**src/rtl/vram_arbiter_if.sv**
```systemverilog
// rtl/vram_arbiter_if.sv - GPU, CPU and VRAM signal bundle for vram_arbiter
interface vram_arbiter_if #(
  parameter int ADDR_W = 14,
  parameter int DATA_W = 32
) ();
  logic              gpu_re;
  logic [ADDR_W-1:0] gpu_addr;
  logic [DATA_W-1:0] gpu_q;
  logic              cpu_start;
  logic              cpu_we;
  logic [ADDR_W-1:0] cpu_addr;
  logic [DATA_W-1:0] cpu_data;
  logic              cpu_done;
  logic [DATA_W-1:0] cpu_q;
  logic              cpu_busy;
  logic [ADDR_W-1:0] ram_addr;
  logic [DATA_W-1:0] ram_d;
  logic              ram_we;
  logic [DATA_W-1:0] ram_q;

  // Arbiter side
  modport slave (
    input  gpu_re, gpu_addr, cpu_start, cpu_we, cpu_addr, cpu_data, ram_q,
    output gpu_q, cpu_done, cpu_q, cpu_busy, ram_addr, ram_d, ram_we
  );

  // Client / VRAM side
  modport master (
    output gpu_re, gpu_addr, cpu_start, cpu_we, cpu_addr, cpu_data, ram_q,
    input  gpu_q, cpu_done, cpu_q, cpu_busy, ram_addr, ram_d, ram_we
  );
endinterface

```
**src/rtl/vram_arbiter.sv**
```systemverilog
// rtl/vram_arbiter.sv - single-port VRAM sharing, GPU first, CPU writes posted
// Optional saturating statistics counters enabled by VRAM_ARB_STATS_EN.
module vram_arbiter #(
  parameter int ADDR_W     = 14,
  parameter int DATA_W     = 32,
  parameter int FIFO_DEPTH = 4
) (
  input  logic          vga_clk,
  input  logic          nreset,
  vram_arbiter_if.slave bus
`ifdef VRAM_ARB_STATS_EN
  ,
  output logic [15:0]   stat_conflicts,
  output logic [15:0]   stat_fifo_full
`endif
);
  localparam int PTR_W = $clog2(FIFO_DEPTH);
  localparam int ENT_W = ADDR_W + DATA_W;
  localparam logic [PTR_W:0] FULL_CNT = (PTR_W + 1)'(FIFO_DEPTH);

  typedef enum logic [2:0] {C_IDLE, C_WFULL, C_RD, C_RCAP, C_DONE} cstate_t;

  cstate_t           state;
  logic [ADDR_W-1:0] lat_addr;
  logic [DATA_W-1:0] lat_data;

  logic [ENT_W-1:0]  fifo_mem [FIFO_DEPTH];
  logic [PTR_W-1:0]  wr_ptr, rd_ptr;
  logic [PTR_W:0]    count;
  logic              fifo_empty, fifo_full;
  logic              rd_slot, pop, push;
  logic [ADDR_W-1:0] push_addr, head_addr;
  logic [DATA_W-1:0] push_data, head_data;

  assign fifo_empty = (count == '0);
  assign fifo_full  = (count == FULL_CNT);
  assign {head_addr, head_data} = fifo_mem[rd_ptr];
  assign bus.gpu_q  = bus.ram_q;

  // Slot mux: GPU, then a pending CPU read once the FIFO has drained, then FIFO head
  always_comb begin
    rd_slot      = 1'b0;
    pop          = 1'b0;
    bus.ram_we   = 1'b0;
    bus.ram_addr = bus.gpu_addr;
    bus.ram_d    = head_data;
    if (!bus.gpu_re) begin
      if (state == C_RD && fifo_empty) begin
        rd_slot      = 1'b1;
        bus.ram_addr = lat_addr;
      end else if (!fifo_empty) begin
        pop          = 1'b1;
        bus.ram_we   = 1'b1;
        bus.ram_addr = head_addr;
      end
    end
  end

  always_comb begin
    push      = 1'b0;
    push_addr = bus.cpu_addr;
    push_data = bus.cpu_data;
    if (state == C_IDLE && bus.cpu_start && bus.cpu_we && !fifo_full) begin
      push = 1'b1;
    end else if (state == C_WFULL && !fifo_full) begin
      push      = 1'b1;
      push_addr = lat_addr;
      push_data = lat_data;
    end
  end

  always_ff @(posedge vga_clk) begin
    if (push) fifo_mem[wr_ptr] <= {push_addr, push_data};
  end

  always_ff @(posedge vga_clk or negedge nreset) begin
    if (!nreset) begin
      wr_ptr <= '0;
      rd_ptr <= '0;
      count  <= '0;
    end else begin
      if (push) wr_ptr <= wr_ptr + 1'b1;
      if (pop)  rd_ptr <= rd_ptr + 1'b1;
      case ({push, pop})
        2'b10:   count <= count + 1'b1;
        2'b01:   count <= count - 1'b1;
        default: count <= count;
      endcase
    end
  end

  always_ff @(posedge vga_clk or negedge nreset) begin
    if (!nreset) begin
      state        <= C_IDLE;
      lat_addr     <= '0;
      lat_data     <= '0;
      bus.cpu_done <= 1'b0;
      bus.cpu_busy <= 1'b0;
      bus.cpu_q    <= '0;
    end else begin
      bus.cpu_done <= 1'b0;
      case (state)
        C_IDLE: begin
          if (bus.cpu_start) begin
            lat_addr     <= bus.cpu_addr;
            lat_data     <= bus.cpu_data;
            bus.cpu_busy <= 1'b1;
            if (!bus.cpu_we)    state <= C_RD;
            else if (fifo_full) state <= C_WFULL;
            else                state <= C_DONE;
          end
        end
        C_WFULL: if (!fifo_full) state <= C_DONE;
        C_RD:    if (rd_slot) state <= C_RCAP;
        C_RCAP: begin
          bus.cpu_q <= bus.ram_q;
          state     <= C_DONE;
        end
        C_DONE: begin
          bus.cpu_done <= 1'b1;
          bus.cpu_busy <= 1'b0;
          state        <= C_IDLE;
        end
        default: state <= C_IDLE;
      endcase
    end
  end

`ifdef VRAM_ARB_STATS_EN
  always_ff @(posedge vga_clk or negedge nreset) begin
    if (!nreset) begin
      stat_conflicts <= '0;
      stat_fifo_full <= '0;
    end else begin
      if (bus.gpu_re && (!fifo_empty || state == C_RD) && stat_conflicts != 16'hFFFF)
        stat_conflicts <= stat_conflicts + 16'd1;
      if (state == C_WFULL && stat_fifo_full != 16'hFFFF)
        stat_fifo_full <= stat_fifo_full + 16'd1;
    end
  end
`endif
endmodule

```
**src/flat_wrapper.sv**
```systemverilog
// flat-port wrapper written by rule: the top's interface ports become plain ports
module vram_arbiter_flat 
#(
  parameter int ADDR_W     = 14,
  parameter int DATA_W     = 32,
  parameter int FIFO_DEPTH = 4
)
  (vga_clk, nreset, bus_gpu_re, bus_gpu_addr, bus_cpu_start, bus_cpu_we, bus_cpu_addr, bus_cpu_data, bus_ram_q, bus_gpu_q, bus_cpu_done, bus_cpu_q, bus_cpu_busy, bus_ram_addr, bus_ram_d, bus_ram_we);
  vram_arbiter_if #(.ADDR_W(ADDR_W), .DATA_W(DATA_W)) bus_i ();
  input  logic vga_clk;
  input  logic nreset;
  input wire logic [$bits(bus_i.gpu_re)-1:0] bus_gpu_re;
  input wire logic [$bits(bus_i.gpu_addr)-1:0] bus_gpu_addr;
  input wire logic [$bits(bus_i.cpu_start)-1:0] bus_cpu_start;
  input wire logic [$bits(bus_i.cpu_we)-1:0] bus_cpu_we;
  input wire logic [$bits(bus_i.cpu_addr)-1:0] bus_cpu_addr;
  input wire logic [$bits(bus_i.cpu_data)-1:0] bus_cpu_data;
  input wire logic [$bits(bus_i.ram_q)-1:0] bus_ram_q;
  output wire logic [$bits(bus_i.gpu_q)-1:0] bus_gpu_q;
  output wire logic [$bits(bus_i.cpu_done)-1:0] bus_cpu_done;
  output wire logic [$bits(bus_i.cpu_q)-1:0] bus_cpu_q;
  output wire logic [$bits(bus_i.cpu_busy)-1:0] bus_cpu_busy;
  output wire logic [$bits(bus_i.ram_addr)-1:0] bus_ram_addr;
  output wire logic [$bits(bus_i.ram_d)-1:0] bus_ram_d;
  output wire logic [$bits(bus_i.ram_we)-1:0] bus_ram_we;
  assign bus_i.gpu_re = bus_gpu_re;
  assign bus_i.gpu_addr = bus_gpu_addr;
  assign bus_i.cpu_start = bus_cpu_start;
  assign bus_i.cpu_we = bus_cpu_we;
  assign bus_i.cpu_addr = bus_cpu_addr;
  assign bus_i.cpu_data = bus_cpu_data;
  assign bus_i.ram_q = bus_ram_q;
  assign bus_gpu_q = bus_i.gpu_q;
  assign bus_cpu_done = bus_i.cpu_done;
  assign bus_cpu_q = bus_i.cpu_q;
  assign bus_cpu_busy = bus_i.cpu_busy;
  assign bus_ram_addr = bus_i.ram_addr;
  assign bus_ram_d = bus_i.ram_d;
  assign bus_ram_we = bus_i.ram_we;
  vram_arbiter #(.ADDR_W(ADDR_W), .DATA_W(DATA_W), .FIFO_DEPTH(FIFO_DEPTH)) u_core (.vga_clk(vga_clk), .nreset(nreset), .bus(bus_i));
endmodule
```
**config.mk**
```make
export PLATFORM = sky130hd
export DESIGN_NAME = vram_arbiter_flat
export DESIGN_NICKNAME = d
export VERILOG_FILES = /design/src/rtl/vram_arbiter_if.sv /design/src/rtl/vram_arbiter.sv /design/src/flat_wrapper.sv
export SDC_FILE = /design/constraint.sdc
export NUM_CORES = 1
export LEC_CHECK = 0
export CAP_MARGIN = 10
export CELL_PAD_IN_SITES_DETAIL_PLACEMENT = 2
export CELL_PAD_IN_SITES_GLOBAL_PLACEMENT = 2
export CORE_ASPECT_RATIO = 0.8
export CORE_MARGIN = 5
export CORE_UTILIZATION = 41
export DETAILED_ROUTE_END_ITERATION = 6
export HOLD_SLACK_MARGIN = 0.06
export PLACE_DENSITY_LB_ADDON = 0.1
export RECOVER_POWER = 100
export SETUP_SLACK_MARGIN = 0.02
export SYNTH_ARGS = -nofsm -noshare
export SYNTH_HDL_FRONTEND = slang
export SYNTH_SLANG_ARGS = --single-unit
```
**constraint.sdc**
```tcl
create_clock -name vga_clk -period 6.8 [get_ports vga_clk]
set_clock_uncertainty 0.05 [all_clocks]
set_input_delay 2.04 -clock vga_clk [delete_from_list [all_inputs] [get_ports vga_clk]]
set_output_delay 2.04 -clock vga_clk [all_outputs]
set_load 0.02 [all_outputs]
```
Word level (Yosys, flattened, before mapping)
Memories as Yosys holds them, arrays and structs flattened.
Cells that the tools add are included.
Widths: inputs -> output; s select.
{"block": "word_totals", "regBits": 90, "n_memories": 1, "ram_bits": 184, "out_inout_bits": 113}
{"block": "op_classes", "eq_ne": 10, "addsub": 4, "reduce_logical": 13, "n_mux": 26}
{"name": "u_core.fifo_mem", "depth": 4, "word_bits": 46, "read_ports": 1, "rd_ports_with_merged_regs": 0, "write_ports": 1, "line_no": "vram_arbiter.sv:27", "text": "logic [ENT_W-1:0] fifo_mem [FIFO_DEPTH];"}
{"op": "$mux 14", "n": 5}
{"op": "$mux 32", "n": 2}
{"op": "$mux 3", "n": 5}
{"op": "$pmux 3 s4", "n": 1}
{"op": "$mux 1", "n": 11}
{"op": "$eq 3x2->1 const B", "n": 2}
{"op": "$eq 3x3->1 const B", "n": 2}
{"op": "$logic_not 3->1", "n": 2}
{"op": "$pmux 3 s2", "n": 1}
{"op": "$logic_and 1x1->1", "n": 5}
{"op": "$add 2x1->2 const B", "n": 2}
{"op": "$ne 2x2->1 const B", "n": 2}
{"op": "$reduce_and 2->1", "n": 2}
{"op": "$reduce_bool 2->1", "n": 2}
{"op": "$add 3x1->3 const B", "n": 1}
{"op": "$eq 3x1->1 const B", "n": 1}
{"op": "$reduce_and 3->1", "n": 1}
{"op": "$sub 3x1->3 const B", "n": 1}
{"op": "$eq 2x1->1 const B", "n": 1}
{"op": "$eq 2x2->1 const B", "n": 1}
{"op": "$ne 2x1->1 const B", "n": 1}
{"op": "$pmux 1 s2", "n": 1}
{"op": "$logic_not 1->1", "n": 1}

Longest topological paths before layout
Gate-level depths: netlist of the first run.
{"block": "depth", "word_depth": 7, "ltp_mapped": 10}

Worst setup path after synthesis of the first run
Ideal clock, no wire load.
{"block": "synth_path", "path_type": "input to output", "start": "input bus_gpu_re", "end": "output bus_ram_addr[12]", "arrival_ns": 3.379, "path_stages": 5, "n_path_buf": 2, "path_slack_ns": 1.331, "path_cell_list": "or4b_1 > or2_1 > buf_6 > buf_6 > o221ai_1"}
{"block": "synth_between", "elab_chain_cells": 1}
{"item": "start, declared", "line_no": "flat_wrapper.sv:12", "text": "input wire logic [$bits(bus_i.gpu_re)-1:0] bus_gpu_re;"}
{"item": "$mux 14", "line_no": "vram_arbiter.sv:47", "text": "if (!bus.gpu_re) begin"}
{"item": "end, declared", "line_no": "flat_wrapper.sv:23", "text": "output wire logic [$bits(bus_i.ram_addr)-1:0] bus_ram_addr;"}
Every way passes these cells.

Final worst setup path of the first run
{"block": "layout_path", "start": "input bus_gpu_re", "end": "output bus_ram_addr[5]"}
The elaborated chain is that of the path after synthesis.

==> impl_metrics.env, run 1 <==
export IMPL_ctsHoldBuffers=0
export IMPL_place_area_um2=13500
export IMPL_clock_latency_ps=540
export IMPL_grt_pass1_wl_um=44100
export IMPL_synth_avg_cell_area_um2=19.0
export IMPL_worstPathRequired_ps=4710
export IMPL_clock_sinks=274
export IMPL_rr_startpoint="u_core.count[2]"
export IMPL_layout_area_seq_um2=7780
export IMPL_synth_top_family_by_area="multiplexers"
export IMPL_synth_xor_area_share_pct=0.467
export IMPL_wire_per_inst_um=24.4
export IMPL_cts_setup_buffers=0
export IMPL_drt_iter0_drc=230
export IMPL_postLayoutCellArea_um2=14500
export IMPL_yosys_warnings=0
export IMPL_row_count=54
export IMPL_synthAdderAreaFrac_pct=0.734
export IMPL_cp_start_kind="input port"
export IMPL_port_buffers=209
export IMPL_reg2regPathDepth=4
export IMPL_clkSlewWorstSetupHoldPaths_ps=60
export IMPL_total_power_mw=6.02
export IMPL_finalHoldViolations=0
export IMPL_fin_crit_sh_pct=97.0
export IMPL_hp_start="u_core.lat_data[14]"
export IMPL_crit_chain="clkdlybuf4s50_1 > or4b_1 > or2_0 > o221a_1 > dlygate4sd3_1"
export IMPL_dp_cells=1118
export IMPL_irDropWorstVdd_uv=255
export IMPL_hp_class="reg2reg"
export IMPL_dp_slack_ps=339
export IMPL_die_w_um=195
export IMPL_cts_tree="yes"
export IMPL_ys_flop_type="edfxtp_1"
export IMPL_first_global_vias=7132
export IMPL_via_count=6057
export IMPL_multi_input_area_um2=3030
export IMPL_vias_per_cell=5.16
export IMPL_h_tree_depth=1
export IMPL_cts_made_buffers=29
export IMPL_fin_util_pct=53.4
export IMPL_cts_resized_gates=0
export IMPL_synthSimpleGateAreaFrac_pct=2.14
export IMPL_drc=0
export IMPL_yosysSeqAreaShare_pct=69.1
export IMPL_drive_gt1_share_pct=23.2
export IMPL_fp_coreArea_um2=27200
export IMPL_grt_setup_unrepaired="no"
export IMPL_cp_max_fo=14
export IMPL_synth_edff_count=184
export IMPL_synth_mux_area_share_pct=21.7
export IMPL_pin_count=210
export IMPL_synth_nets=695
export IMPL_ctsLongestPathBuffers=3
export IMPL_setup_ws_ps=207
export IMPL_violations="max-capacitance violations, max-slew violations"
export IMPL_layout_nets=888
export IMPL_regToRegSetupSlack_ps=2320
export IMPL_dp_hpwl_um=19100
export IMPL_critPathSlowestCell="dlygate4sd3_1"
export IMPL_initial_core_util_pct=41.4
export IMPL_grt_max_degree=49
export IMPL_synth_compound_area_share_pct=1.84
export IMPL_netlist_area_um2=11200
export IMPL_endpoint_kind="primary output"
export IMPL_worstHoldEndpoint="u_core.lat_data[14]"
export IMPL_ys_types=38
export IMPL_firstDrtPassIters=4
export IMPL_grt_antenna_before_repair=4
export IMPL_drv_cap=6
export IMPL_overflow=0
export IMPL_synth_commonest_cells="184 x edfxtp_1, 124 x mux2_2, 90 x dfrtp_1"
export IMPL_synth_cells=592
export IMPL_holdWs_ps=455
export IMPL_ys_ff_latch=274
export IMPL_path_class="in2out"
export IMPL_maxSlewViolCount=215
export IMPL_worst_slew_pin_slew_ps=3120
export IMPL_p_leak_nw=5.14
export IMPL_max_freq_mhz=152
export IMPL_critPathArrivalTime_ps=4500
export IMPL_die_y_um=158
export IMPL_setup_tns_ps=0
export IMPL_cts_root_buf="clkbuf_16"
export IMPL_drt_wl_total_um=28600
export IMPL_synth_top_area_share_pct=49.1
export IMPL_fin_cells=1174
export IMPL_die_area_um2=30900
export IMPL_synth_most_common_cell="edfxtp_1"
export IMPL_min_path_cells=1
export IMPL_status="finished, violations left"
export IMPL_rr_endpoint="u_core.fifo_mem[1][2]"
export IMPL_gp_congestion=0.730
export IMPL_cpPeakStageDelay_ps=650
export IMPL_async_flop_share_pct=32.8
export IMPL_synth_top_cell_by_area="edfxtp_1"
export IMPL_grt_usage_pct=18.6
export IMPL_setup_viol=0
export IMPL_final_antenna_net_count=0
export IMPL_syn_to_final_growth_pct=28.8
export IMPL_period_minus_slack_ps=6590
export IMPL_slew_headroom_pct=-108
export IMPL_fillers=2401
export IMPL_power_density_nw_per_um2=415
export IMPL_synthTopCellsByArea="edfxtp_1 49%, dfrtp_1 20%, mux2_2 12%"
==> cell usage in the layout (no fill, tap or decap), types with 4 or more instances in the layout <==
cell,instances
dfrtp_1,88
edfxtp_1,184
clkbuf_16,30
mux4_2,46
mux2_1,46
clkbuf_1,15
inv_1,12
clkdlybuf4s50_1,30
or3_1,14
o221a_1,9
mux2_2,78
clkbuf_8,6
and2_0,4
a21oi_1,5
dlygate4sd3_1,178
buf_4,7
o221a_2,4
ha_1,5
==> worst max path at each step <==
stage	start	to	slack (ps)	cells after the start
global placement	bus_gpu_re	bus_ram_addr[1]	420	6
CTS	bus_gpu_re	bus_ram_addr[10]	340	6
detailed placement	bus_gpu_re	bus_ram_addr[10]	340	6
global route	bus_gpu_re	bus_ram_addr[5]	120	5
finish	bus_gpu_re	bus_ram_addr[5]	210	5
floorplan	bus_gpu_re	bus_ram_addr[12]	1330	5
==> layout make-up <==
| cell class | instances | area share (%) |
|---|---|---|
| sequential | 274 | 53.7 |
| inverter | 12 | 0.311 |
| timing repair buffer | 225 | 15.0 |
| tap | 364 | 3.14 |
| clock inverter | 9 | 0.932 |
| clock buffer | 44 | 5.96 |
| antenna | 3 | 0.0518 |
| multi-input combinational | 243 | 20.9 |
==> metal layers <==
layer / share of wire [%] / vias up / GRT usage, %
met4: 1.4 / 0 / 3.22
li1: - / 2684 / -
met3: 4.4 / 29 / 3.94
met1: 42 / 3208 / 24.3
met5: 0 / - / 0
met2: 52 / 136 / 32.8
==> kinds of logic after synthesis <==
kind of cell | count (synthesis)
adders and majority gates | 6
xor gates and xnor gates | 6
AOI/OAI and AO/OA | 23
muxes | 171
DFF | 274
buffers and inverters | 75
and+or+nand+nor | 37
==> sequential cells by signal, summed over array words and instances, names as in the netlist <==
signal               flops
u_core.state             3
u_core.rd_ptr            2
u_core.bus.cpu_busy      1
u_core.bus.cpu_q        32
u_core.lat_data         32
u_core.count             3
u_core.wr_ptr            2
u_core.fifo_mem        184
u_core.lat_addr         14
u_core.bus.cpu_done      1
==> power breakdown <==
group	internal [mW]	switching (mW)	leakage (nW)
Clock	0.989	0.637	0.477
Combinational	1.00	0.915	1.94
Sequential	2.15	0.321	2.71
==> worst max-delay path: cells and delay by family <==
kind / cells / cell delay, ps
AOI/OAI and AO/OA: 1 / 350
buffers and inverters: 2 / 1060
and+or+nand+nor: 2 / 1040
No activity file was read; power rests on OpenSTA's default activity.
==> inputs of run 2 (changes only) <==
- CAP_MARGIN: 10 -> unset
- CORE_UTILIZATION: 41 -> 38
- SLEW_MARGIN: unset -> 30
- clock period: 6.8 -> 7 ns (I/O delays scaled with it)
==> impl_metrics.env, run 2 (synthesis gave the netlist of run 1 again) <==
export IMPL_slew_headroom_pct=-61.0
export IMPL_period_minus_slack_ps=6740
export IMPL_most_common_layout_cells="184 x edfxtp_1, 182 x dlygate4sd3_1, 89 x dfrtp_1"
export IMPL_maxSlewViolCount=240
export IMPL_clkSlewWorstSetupHoldPaths_ps=60
export IMPL_grt_usage_pct=17.5
export IMPL_cp_max_fo=14
export IMPL_violations="max-capacitance violations, max-slew violations"
export IMPL_setup_tns_ps=0
export IMPL_worst_slew_pin_slew_ps=2410
export IMPL_grt_max_degree=63
export IMPL_clock_sinks=274
export IMPL_die_y_um=164
export IMPL_reg2regPathDepth=4
export IMPL_setup_ws_ps=259
export IMPL_cts_setup_buffers=0
export IMPL_syn_to_final_growth_pct=28.7
export IMPL_top_regs="u_core.fifo_mem (184), u_core.bus.cpu_q (32), u_core.lat_data (32)"
export IMPL_irDropWorstVdd_uv=173
export IMPL_clock_latency_ps=530
export IMPL_ctsHoldBuffers=0
export IMPL_total_power_mw=5.83
export IMPL_pin_count=210
export IMPL_port_buffers=209
export IMPL_wire_per_inst_um=24.8
export IMPL_regToRegSetupSlack_ps=2360
export IMPL_status="finished, violations left"
export IMPL_fin_crit_sh_pct=96.3
export IMPL_die_area_um2=33200
export IMPL_die_w_um=202
export IMPL_finalHoldViolations=0
export IMPL_fillers=2639
export IMPL_met2_usage_pct=32.2
export IMPL_dp_hpwl_um=19400
export IMPL_cts_made_buffers=29
export IMPL_cp_start_kind="input port"
export IMPL_first_global_vias=7162
export IMPL_worstPathRequired_ps=4850
export IMPL_p_int_mw=3.98
export IMPL_endpoint_kind="primary output"
export IMPL_drive_gt1_share_pct=23.1
export IMPL_via_count=6099
export IMPL_p_leak_nw=5.15
export IMPL_path_class="in2out"
export IMPL_swShare_pct=31.8
export IMPL_grt_setup_unrepaired="no"
export IMPL_critPathLaunch="bus_gpu_re"
export IMPL_drv_cap=7
export IMPL_met1_usage_pct=22.4
export IMPL_cts_tree="yes"
export IMPL_dp_slack_ps=438
export IMPL_drt_iter0_drc=213
export IMPL_cts_root_buf="clkbuf_16"
export IMPL_seq_power_share_pct=40.6
export IMPL_power_density_nw_per_um2=403
export IMPL_rr_endpoint="u_core.fifo_mem[2][35]"
export IMPL_busiest_layer="met2"
export IMPL_cts_resized_gates=0
export IMPL_grt_pass1_wl_um=45100
export IMPL_initial_core_util_pct=38.4
export IMPL_row_count=56
export IMPL_final_antenna_net_count=0
export IMPL_ctsLongestPathBuffers=3
export IMPL_largest_register_ffs=184
export IMPL_holdWs_ps=454
export IMPL_max_freq_mhz=148
export IMPL_setup_viol=0
export IMPL_gp_congestion=0.715
export IMPL_firstDrtPassIters=4
export IMPL_overflow=0
export IMPL_p_comb_share_pct=33.3
export IMPL_drt_wl_total_um=29400
export IMPL_layout_nets=889
export IMPL_top_register="u_core.fifo_mem"
export IMPL_h_tree_depth=1
export IMPL_crit_end="bus_ram_addr[5]"
export IMPL_rr_startpoint="u_core.count[2]"
export IMPL_hp_class="reg2reg"
export IMPL_critPathArrivalTime_ps=4590
export IMPL_mostFrequentLayoutCell="edfxtp_1"
export IMPL_grt_antenna_before_repair=2
export IMPL_vias_per_cell=5.15
export IMPL_power_switching_mw=1.86
export IMPL_fp_coreArea_um2=29300
export IMPL_drc=0
export IMPL_clkPwrFrac_pct=26.1
export IMPL_use_met3_pct=2.72
export IMPL_n_antenna_cell=0
-- run 2: power groups by stage --
stage	logic (mW)	registers [mW]	clock network [mW]
2_1_floorplan	1.16	2.36	0
3_3_place_gp	1.96	2.41	0
3_5_place_dp	2.07	2.40	0
4_1_cts	2.09	2.38	1.57
5_1_grt	2.07	2.42	1.65
6_report	1.94	2.37	1.52
-- run 2: final cells by class --
type / count / area [um^2] / share of cell area (%)
clock buffers: 46 / 890 / 6.14
clock inverters: 7 / 62.6 / 0.432
flip-flops and latches: 274 / 7780 / 53.7
well taps: 377 / 472 / 3.26
multi-input cells: 243 / 3030 / 20.9
repair buffers: 226 / 2200 / 15.2
inverters: 12 / 45.0 / 0.311
-- run 2: worst max-delay path, stage by stage --
cell and delay [ps]:
dlygate4sd3_1 570, or4b_1 500, or2_1 450, o221a_1 320, dlygate4sd3_1 650
-- run 2: per-layer routing --
layer,routed length [um],part of all wire [%],vias to the layer above
met2,15600,53,119
met4,463,1.6,4
li1,-,-,2681
met1,12200,41,3256
met3,1080,3.7,39
met5,25,0.085,-
-- run 2: worst min-delay path by stage --
stage                         startpoint                   end  slack [ps]  depth (start not counted)
global placement     u_core.lat_data[29]   u_core.lat_data[29]         430                          1
global route         u_core.lat_data[29]   u_core.lat_data[29]         470                          1
finish              u_core.bus.cpu_q[23]  u_core.bus.cpu_q[23]         450                          1
floorplan            u_core.lat_data[17]   u_core.lat_data[17]         420                          1
detailed placement   u_core.lat_data[29]   u_core.lat_data[29]         440                          1
CTS                  u_core.lat_data[29]   u_core.lat_data[29]         460                          1
-- run 2: per-stage QoR --
stage                     instance area (um^2)  instances  util, %
final                                    14500       1185     49.4
after global routing                     14500       1185     49.4
after CTS                                14500       1185     49.6
after detailed placement                 13600       1132     46.4
after global placement                   13600       1131     46.3
after floorplan                          11200        592        -
